## src/rtl/johnson_decoder_pkg.sv

```systemverilog
// rtl/johnson_decoder_pkg.sv - shared types and index-width helper for the Johnson decoder
package johnson_pkg;

   typedef enum logic [1:0] {
      ST_SEARCH = 2'd0,
      ST_TRACK  = 2'd1,
      ST_LOCKED = 2'd2
   } fsm_state_e;

   typedef enum logic [1:0] {
      STEP_HOLD = 2'd0,
      STEP_UP   = 2'd1,
      STEP_DOWN = 2'd2,
      STEP_JUMP = 2'd3
   } step_e;

   function automatic int idx_width(input int width);
      return $clog2(2 * width);
   endfunction

endpackage

```

## src/rtl/johnson_decoder_if.sv

```systemverilog
// rtl/johnson_decoder_if.sv - codeword input and decoded-result bundle
// err_cnt exists only when JOHNSON_DECODER_ERRCNT_EN is defined.
interface johnson_decoder_if #(
   parameter int WIDTH = 8
);
   import johnson_pkg::*;
   localparam int IW = idx_width(WIDTH);

   logic [WIDTH-1:0] code_in;
   logic             code_valid;
   logic [IW-1:0]    idx_out;
   logic             idx_valid;
   logic             dir;
   logic             illegal;
   logic             jump;
   logic             locked;
`ifdef JOHNSON_DECODER_ERRCNT_EN
   logic [7:0]       err_cnt;
`endif

   modport master (
`ifdef JOHNSON_DECODER_ERRCNT_EN
      input  err_cnt,
`endif
      output code_in, code_valid,
      input  idx_out, idx_valid, dir, illegal, jump, locked
   );

   modport slave (
`ifdef JOHNSON_DECODER_ERRCNT_EN
      output err_cnt,
`endif
      input  code_in, code_valid,
      output idx_out, idx_valid, dir, illegal, jump, locked
   );
endinterface

```

## src/rtl/johnson_decoder_code_check.sv

```systemverilog
// rtl/johnson_decoder_code_check.sv - combinational Johnson legality check and index decode
module johnson_code_check
   import johnson_pkg::*;
#(
   parameter int WIDTH = 8,
   localparam int IW = idx_width(WIDTH)
) (
   input  logic [WIDTH-1:0] code,
   output logic             legal,
   output logic [IW-1:0]    idx
);
   localparam logic [WIDTH-1:0] ONE = WIDTH'(1);

   logic [WIDTH-1:0] inv;
   logic [IW-1:0]    pc;

   always_comb begin
      inv = ~code;
      pc  = '0;
      for (int i = 0; i < WIDTH; i++) begin
         pc = pc + IW'(code[i]);
      end
      // x & (x+1) == 0 holds only for a run of ones anchored at bit 0 (or zero)
      legal = ((code & (code + ONE)) == '0) || ((inv & (inv + ONE)) == '0);
      if (code[WIDTH-1]) begin
         idx = pc;
      end else if (code == '0) begin
         idx = '0;
      end else begin
         idx = IW'(2 * WIDTH) - pc;
      end
   end
endmodule

```

## src/rtl/johnson_decoder.sv

```systemverilog
// rtl/johnson_decoder.sv - two-stage Johnson codeword decoder with step classification and lock FSM
// Optional error counter output enabled by JOHNSON_DECODER_ERRCNT_EN.
module johnson_decoder
   import johnson_pkg::*;
#(
   parameter int WIDTH       = 8,
   parameter int LOCK_COUNT  = 4,
   parameter int UNLOCK_ERRS = 2
) (
   input  logic clk,
   input  logic rst,
   johnson_decoder_if.slave bus
);
   localparam int IW = idx_width(WIDTH);
   localparam logic [IW:0] NSTATES = (IW+1)'(2 * WIDTH);
   localparam logic [1:0] S_SEARCH = ST_SEARCH;
   localparam logic [1:0] S_TRACK  = ST_TRACK;
   localparam logic [1:0] S_LOCKED = ST_LOCKED;

   logic          chk_legal;
   logic [IW-1:0] chk_idx;

   johnson_code_check #(.WIDTH(WIDTH)) u_check (
      .code  (bus.code_in),
      .legal (chk_legal),
      .idx   (chk_idx)
   );

   logic          s1_valid_q, s1_valid_d;
   logic          s1_legal_q, s1_legal_d;
   logic [IW-1:0] s1_idx_q,   s1_idx_d;
   logic [IW-1:0] prev_idx_q, prev_idx_d;
   logic [IW-1:0] idx_out_q,  idx_out_d;
   logic          idx_valid_q, idx_valid_d;
   logic          illegal_q,  illegal_d;
   logic          jump_q,     jump_d;
   logic          dir_q,      dir_d;
   logic [1:0]    state_q,    state_d;
   logic [3:0]    good_cnt_q, good_cnt_d;
   logic [3:0]    bad_cnt_q,  bad_cnt_d;
   logic [IW:0]   delta;
   step_e         step_cls;

   always_comb begin
      s1_valid_d = bus.code_valid;
      s1_legal_d = chk_legal;
      s1_idx_d   = chk_idx;

      // modular distance without assuming 2*WIDTH is a power of two
      if (s1_idx_q >= prev_idx_q) begin
         delta = {1'b0, s1_idx_q} - {1'b0, prev_idx_q};
      end else begin
         delta = {1'b0, s1_idx_q} + NSTATES - {1'b0, prev_idx_q};
      end
      if (delta == '0)                       step_cls = STEP_HOLD;
      else if (delta == (IW+1)'(1))          step_cls = STEP_UP;
      else if (delta == NSTATES - (IW+1)'(1)) step_cls = STEP_DOWN;
      else                                   step_cls = STEP_JUMP;

      idx_valid_d = 1'b0;
      illegal_d   = 1'b0;
      jump_d      = 1'b0;
      idx_out_d   = idx_out_q;
      prev_idx_d  = prev_idx_q;
      dir_d       = dir_q;
      state_d     = state_q;
      good_cnt_d  = good_cnt_q;
      bad_cnt_d   = bad_cnt_q;

      if (s1_valid_q && !s1_legal_q) begin
         illegal_d = 1'b1;
         if (state_q == S_TRACK) begin
            state_d = S_SEARCH;
         end else if (state_q == S_LOCKED) begin
            bad_cnt_d = bad_cnt_q + 4'd1;
            if (bad_cnt_d == 4'(UNLOCK_ERRS)) state_d = S_SEARCH;
         end
      end else if (s1_valid_q) begin
         idx_valid_d = 1'b1;
         idx_out_d   = s1_idx_q;
         prev_idx_d  = s1_idx_q;
         jump_d      = (step_cls == STEP_JUMP);
         if (step_cls == STEP_UP)   dir_d = 1'b1;
         if (step_cls == STEP_DOWN) dir_d = 1'b0;
         case (state_q)
            S_SEARCH: begin
               state_d    = S_TRACK;
               good_cnt_d = 4'd0;
            end
            S_TRACK: begin
               if (step_cls == STEP_UP || step_cls == STEP_DOWN) begin
                  good_cnt_d = good_cnt_q + 4'd1;
                  if (good_cnt_d == 4'(LOCK_COUNT)) begin
                     state_d   = S_LOCKED;
                     bad_cnt_d = 4'd0;
                  end
               end else if (step_cls == STEP_JUMP) begin
                  good_cnt_d = 4'd0;
               end
            end
            S_LOCKED: begin
               if (step_cls == STEP_JUMP) begin
                  bad_cnt_d = bad_cnt_q + 4'd1;
                  if (bad_cnt_d == 4'(UNLOCK_ERRS)) state_d = S_SEARCH;
               end else begin
                  bad_cnt_d = 4'd0;
               end
            end
            default: state_d = S_SEARCH;
         endcase
      end
   end

   always_ff @(posedge clk) begin
      if (rst) begin
         s1_valid_q  <= 1'b0;
         s1_legal_q  <= 1'b0;
         s1_idx_q    <= '0;
         prev_idx_q  <= '0;
         idx_out_q   <= '0;
         idx_valid_q <= 1'b0;
         illegal_q   <= 1'b0;
         jump_q      <= 1'b0;
         dir_q       <= 1'b0;
         state_q     <= S_SEARCH;
         good_cnt_q  <= 4'd0;
         bad_cnt_q   <= 4'd0;
      end else begin
         s1_valid_q  <= s1_valid_d;
         s1_legal_q  <= s1_legal_d;
         s1_idx_q    <= s1_idx_d;
         prev_idx_q  <= prev_idx_d;
         idx_out_q   <= idx_out_d;
         idx_valid_q <= idx_valid_d;
         illegal_q   <= illegal_d;
         jump_q      <= jump_d;
         dir_q       <= dir_d;
         state_q     <= state_d;
         good_cnt_q  <= good_cnt_d;
         bad_cnt_q   <= bad_cnt_d;
      end
   end

   assign bus.idx_out   = idx_out_q;
   assign bus.idx_valid = idx_valid_q;
   assign bus.illegal   = illegal_q;
   assign bus.jump      = jump_q;
   assign bus.dir       = dir_q;
   assign bus.locked    = (state_q == S_LOCKED);

`ifdef JOHNSON_DECODER_ERRCNT_EN
   logic [7:0] err_cnt_q, err_cnt_d;

   always_comb begin
      err_cnt_d = err_cnt_q;
      if ((illegal_d || jump_d) && err_cnt_q != 8'hFF) err_cnt_d = err_cnt_q + 8'd1;
   end

   always_ff @(posedge clk) begin
      if (rst) err_cnt_q <= 8'd0;
      else     err_cnt_q <= err_cnt_d;
   end

   assign bus.err_cnt = err_cnt_q;
`endif
endmodule

```

## src/flat_wrapper.sv

```systemverilog
// flat-port wrapper written by rule: the top's interface ports become plain ports
module johnson_decoder_flat import johnson_pkg::*;
#(
   parameter int WIDTH       = 8,
   parameter int LOCK_COUNT  = 4,
   parameter int UNLOCK_ERRS = 2
)
  (clk, rst, bus_code_in, bus_code_valid, bus_idx_out, bus_idx_valid, bus_dir, bus_illegal, bus_jump, bus_locked);
  johnson_decoder_if #(.WIDTH(WIDTH)) bus_i ();
  input  logic clk;
  input  logic rst;
  input wire logic [$bits(bus_i.code_in)-1:0] bus_code_in;
  input wire logic [$bits(bus_i.code_valid)-1:0] bus_code_valid;
  output wire logic [$bits(bus_i.idx_out)-1:0] bus_idx_out;
  output wire logic [$bits(bus_i.idx_valid)-1:0] bus_idx_valid;
  output wire logic [$bits(bus_i.dir)-1:0] bus_dir;
  output wire logic [$bits(bus_i.illegal)-1:0] bus_illegal;
  output wire logic [$bits(bus_i.jump)-1:0] bus_jump;
  output wire logic [$bits(bus_i.locked)-1:0] bus_locked;
  assign bus_i.code_in = bus_code_in;
  assign bus_i.code_valid = bus_code_valid;
  assign bus_idx_out = bus_i.idx_out;
  assign bus_idx_valid = bus_i.idx_valid;
  assign bus_dir = bus_i.dir;
  assign bus_illegal = bus_i.illegal;
  assign bus_jump = bus_i.jump;
  assign bus_locked = bus_i.locked;
  johnson_decoder #(.WIDTH(WIDTH), .LOCK_COUNT(LOCK_COUNT), .UNLOCK_ERRS(UNLOCK_ERRS)) u_core (.clk(clk), .rst(rst), .bus(bus_i));
endmodule
```

## config.mk

```make
export PLATFORM = sky130hd
export DESIGN_NAME = johnson_decoder_flat
export DESIGN_NICKNAME = d
export VERILOG_FILES = /design/src/rtl/johnson_decoder_pkg.sv /design/src/rtl/johnson_decoder_if.sv /design/src/rtl/johnson_decoder_code_check.sv /design/src/rtl/johnson_decoder.sv /design/src/flat_wrapper.sv
export SDC_FILE = /design/constraint.sdc
export NUM_CORES = 1
export LEC_CHECK = 0
export BUFFER_PORTS_ARGS = -buffer_cell sky130_fd_sc_hd__buf_2
export CORE_ASPECT_RATIO = 1.1
export CORE_MARGIN = 3
export CORE_UTILIZATION = 30
export DETAILED_ROUTE_END_ITERATION = 16
export SLEW_MARGIN = 20
export SYNTH_ARGS = -nofsm -noshare
export SYNTH_HDL_FRONTEND = slang
export SYNTH_SLANG_ARGS = --single-unit
export TNS_END_PERCENT = 50
```

## constraint.sdc

```tcl
create_clock -name clk -period 9.5 [get_ports clk]
set_input_delay 0 -clock clk [delete_from_list [all_inputs] [get_ports clk]]
set_output_delay 0 -clock clk [all_outputs]
set_load 0.02 [all_outputs]
```

==> results.sh <==
export IMPL_crit_type="reg -> reg"
export IMPL_worstSkewPairLatency_ns=0.26
export IMPL_drcViolationCount=0
export IMPL_n_antenna_cell=0
export IMPL_synth_simple_gate_area_share_pct=20.2
export IMPL_rsz0062_at_grt="false"
export IMPL_cap_violations=0
export IMPL_area_growth_pct=13.7
export IMPL_irDropWorstVdd_v=0.0000816
export IMPL_cts_root_buffer="clkbuf_8"
export IMPL_regToRegSetupSlack_ns=5.91
export IMPL_ys_ff_latch=24
export IMPL_numCtsBuffers=3
export IMPL_path_delay_family="simple AND/OR/NAND/NOR gates"
export IMPL_layout_nets=255
export IMPL_synth_xor_area_share_pct=2.67
export IMPL_syn_mean_instance_area_um2=8.38
export IMPL_clk_pin_slew_ns=0.08
export IMPL_final_core_util_pct=36.4
export IMPL_antenna_found_initial=0
export IMPL_cts_tree="built"
export IMPL_slowest_delay_ns=0.49
export IMPL_grt_pass1_wl_um=5820
export IMPL_cp_slowest_cell="or3b_2"
export IMPL_hold_viol_final=0
export IMPL_initial_utilization_pct=32.0
export IMPL_worst_pin_slew_ns=0.459
export IMPL_cp_required_ns=9.70
export IMPL_setup_viol=0
export IMPL_io_buffers=19
export IMPL_viasPerCell=4.74
export IMPL_cp_cell_sequence="ha_1 -> inv_1 -> fa_1 -> xor2_1 -> or3b_2 -> mux2i_1 -> ha_1 -> or4b_4 -> a221o_1 -> or3_1 -> a21oi_2"
export IMPL_arrival_ns=3.79
export IMPL_synth_largest_area_cell="dfxtp_1"
export IMPL_wl_um=3150
export IMPL_synth_area_top_cells="dfxtp_1 29%, ha_1 16%, inv_1 6.2%"
export IMPL_firstDrtPassIters=4
export IMPL_synth_area_mux_share_pct=1.90
export IMPL_status="finished clean"
export IMPL_synth_distinct_cells=39
export IMPL_whs_ns=0.0999
export IMPL_power_per_cell_area_nw_per_um2=150
export IMPL_yosysWarningCount=0
export IMPL_ys_seq_area_share_pct=29.2
export IMPL_grt_max_degree=24
export IMPL_syn_area_um2=1640
export IMPL_p_leak_nw=0.779
export IMPL_yosys_area_top_type_share_pct=29.2
export IMPL_finClkSkew_ns=0.00564
export IMPL_cp_start_kind="register"
export IMPL_slew_headroom_pct=69.4
export IMPL_end_kind="register"
export IMPL_synthAdderAreaFrac_pct=22.1
export IMPL_num_io_pins=20
export IMPL_cts_sinks=24
export IMPL_hp_class="in -> reg"
export IMPL_postLayoutSetupSlackWorst_ns=5.91
export IMPL_pre_cts_ws_ns=5.92
export IMPL_clockBufferDepth=2
export IMPL_core_um2=5130
export IMPL_layout_drive_gt1_share_pct=14.4
export IMPL_grt_usage_pct=10.8
export IMPL_die_area_um2=6400
export IMPL_wl_per_cell_um=10.9
export IMPL_crit_top_cell="ha_1"
export IMPL_netlist_instances=196
export IMPL_die_h_um=83.6
export IMPL_grt_pass1_vias=1345
export IMPL_filler_cell_count=579
export IMPL_crit_fanout=7
export IMPL_fmax_mhz=279
export IMPL_drtAntennaViolNets=0
export IMPL_cts_htree_levels=1
export IMPL_dieWidth_um=76.6
export IMPL_synth_compound_area_share_pct=17.1
export IMPL_gr_total_overflow=0
export IMPL_routabilityCongestion=0.756
export IMPL_vias=1365
export IMPL_synth_top_family_by_area="adder cells"
export IMPL_period_needed_ns=3.59
export IMPL_crit_buf_inv=1
export IMPL_slew_violations=0
export IMPL_initialDrtViolationCount=46
export IMPL_post_route_period_util_pct=37.8
export IMPL_setup_tns_ns=0
export IMPL_layout_common_cells="27 x inv_1, 24 x dfxtp_1, 21 x ha_1"
export IMPL_fp_row_count=27
export IMPL_final_common_cell="inv_1"
export IMPL_synth_net_count=233
export IMPL_dpl_cell_count=284
export IMPL_dp_hpwl_um=2480
export IMPL_stdcell_count=288
## stage by stage
| step | instance area, um^2 | power [mW] |
|---|---|---|
| 2_1_floorplan | 1640 | 0.200 |
| 3_5_place_dp | 1820 | 0.225 |
| 6_report | 1870 | 0.280 |
| 5_1_grt | 1870 | 0.306 |
| 3_3_place_gp | 1820 | 0.221 |
| 4_1_cts | 1870 | 0.285 |
## flip-flops by register name, indices dropped and copies added (netlist names), 2 cells and up
signal and count:
u_core.good_cnt_q 4, u_core.state_q 2, u_core.s1_idx_q 4, u_core.prev_idx_q 4, u_core.bad_cnt_q 4
## power breakdown
group / switching, mW / internal, mW / total (mW)
sequential: 0.00520 / 0.107 / 0.112
combinational: 0.0593 / 0.0510 / 0.110
clock: 0.0290 / 0.0283 / 0.0573
## routing by layer
| layer | GRT usage, % | part of all wire (%) |
|---|---|---|
| met2 | 18.5 | 47 |
| met1 | 13.5 | 50 |
| met4 | 3.46 | 0.48 |
| met5 | 0 | 0 |
| met3 | 1.94 | 2.7 |
## final timing paths
check | from | endpoint | cells after the start
setup / recovery | u_core.prev_idx_q[0] | u_core.bad_cnt_q[1] | 11
hold / removal | bus_code_in[6] | u_core.s1_legal_q | 4
setup reg to reg | u_core.prev_idx_q[0] | u_core.bad_cnt_q[1] | 11
hold reg to reg | u_core.s1_idx_q[0] | u_core.prev_idx_q[0] | 2
## tightest hold or removal path, stage by stage
cell and delay (ns):
buf_2 0.12, a21oi_1 0.08, nand3_1 0.07, a21oi_1 0.05
## cells by family after synthesis
| kind of cell | count (synthesis) |
|---|---|
| simple gates | 64 |
| compound gates | 44 |
| buf+inv | 30 |
| fa+ha+maj | 26 |
| flops | 24 |
| xor+xnor | 5 |
| mux | 3 |
## cell usage after synthesis
library cell  number
mux2i_1            2
a21o_1             3
nand3b_1           3
clkbuf_1           3
o21ai_0            8
xor2_1             1
a211oi_1           2
or4b_4             1
nand4_1            3
or3b_2             2
mux2_2             1
o2111ai_1          1
nor4b_1            1
nand2b_1           1
inv_1             27
a2111oi_0          1
a221o_1            1
a31o_2             1
a221oi_1           1
a211o_1            1
nor2_1            17
dfxtp_1           24
o41a_1             1
a21oi_1           18
o22ai_1            2
or3_2              1
nor2b_1            3
nand3_1            7
xnor2_1            4
or3_1              2
nand2_1           13
a21oi_2            1
and3b_1            1
o32ai_1            3
or2_2              2
and2_1             1
nor3_1             6
ha_1              21
fa_1               5
## layout make-up
class	instances	area (um^2)	area share, %
tap	72	90.1	4.82
clock buffer	3	41.3	2.21
sequential	24	480	25.7
timing repair buffer	20	105	5.63
inverter	27	101	5.43
multi-input combinational	142	1050	56.2
## timing repair
| item | 4_1_cts | 5_1_grt |
|---|---|---|
| buffers inserted | 0 | 0 |
| endpoints found under the hold margin | 1 | 0 |
| resized for setup | 0 | 0 |
| hold buffers | 1 | 0 |
| setup endpoints to repair | 0 | 0 |
Note: power is estimated with default switching activity, not from simulation.
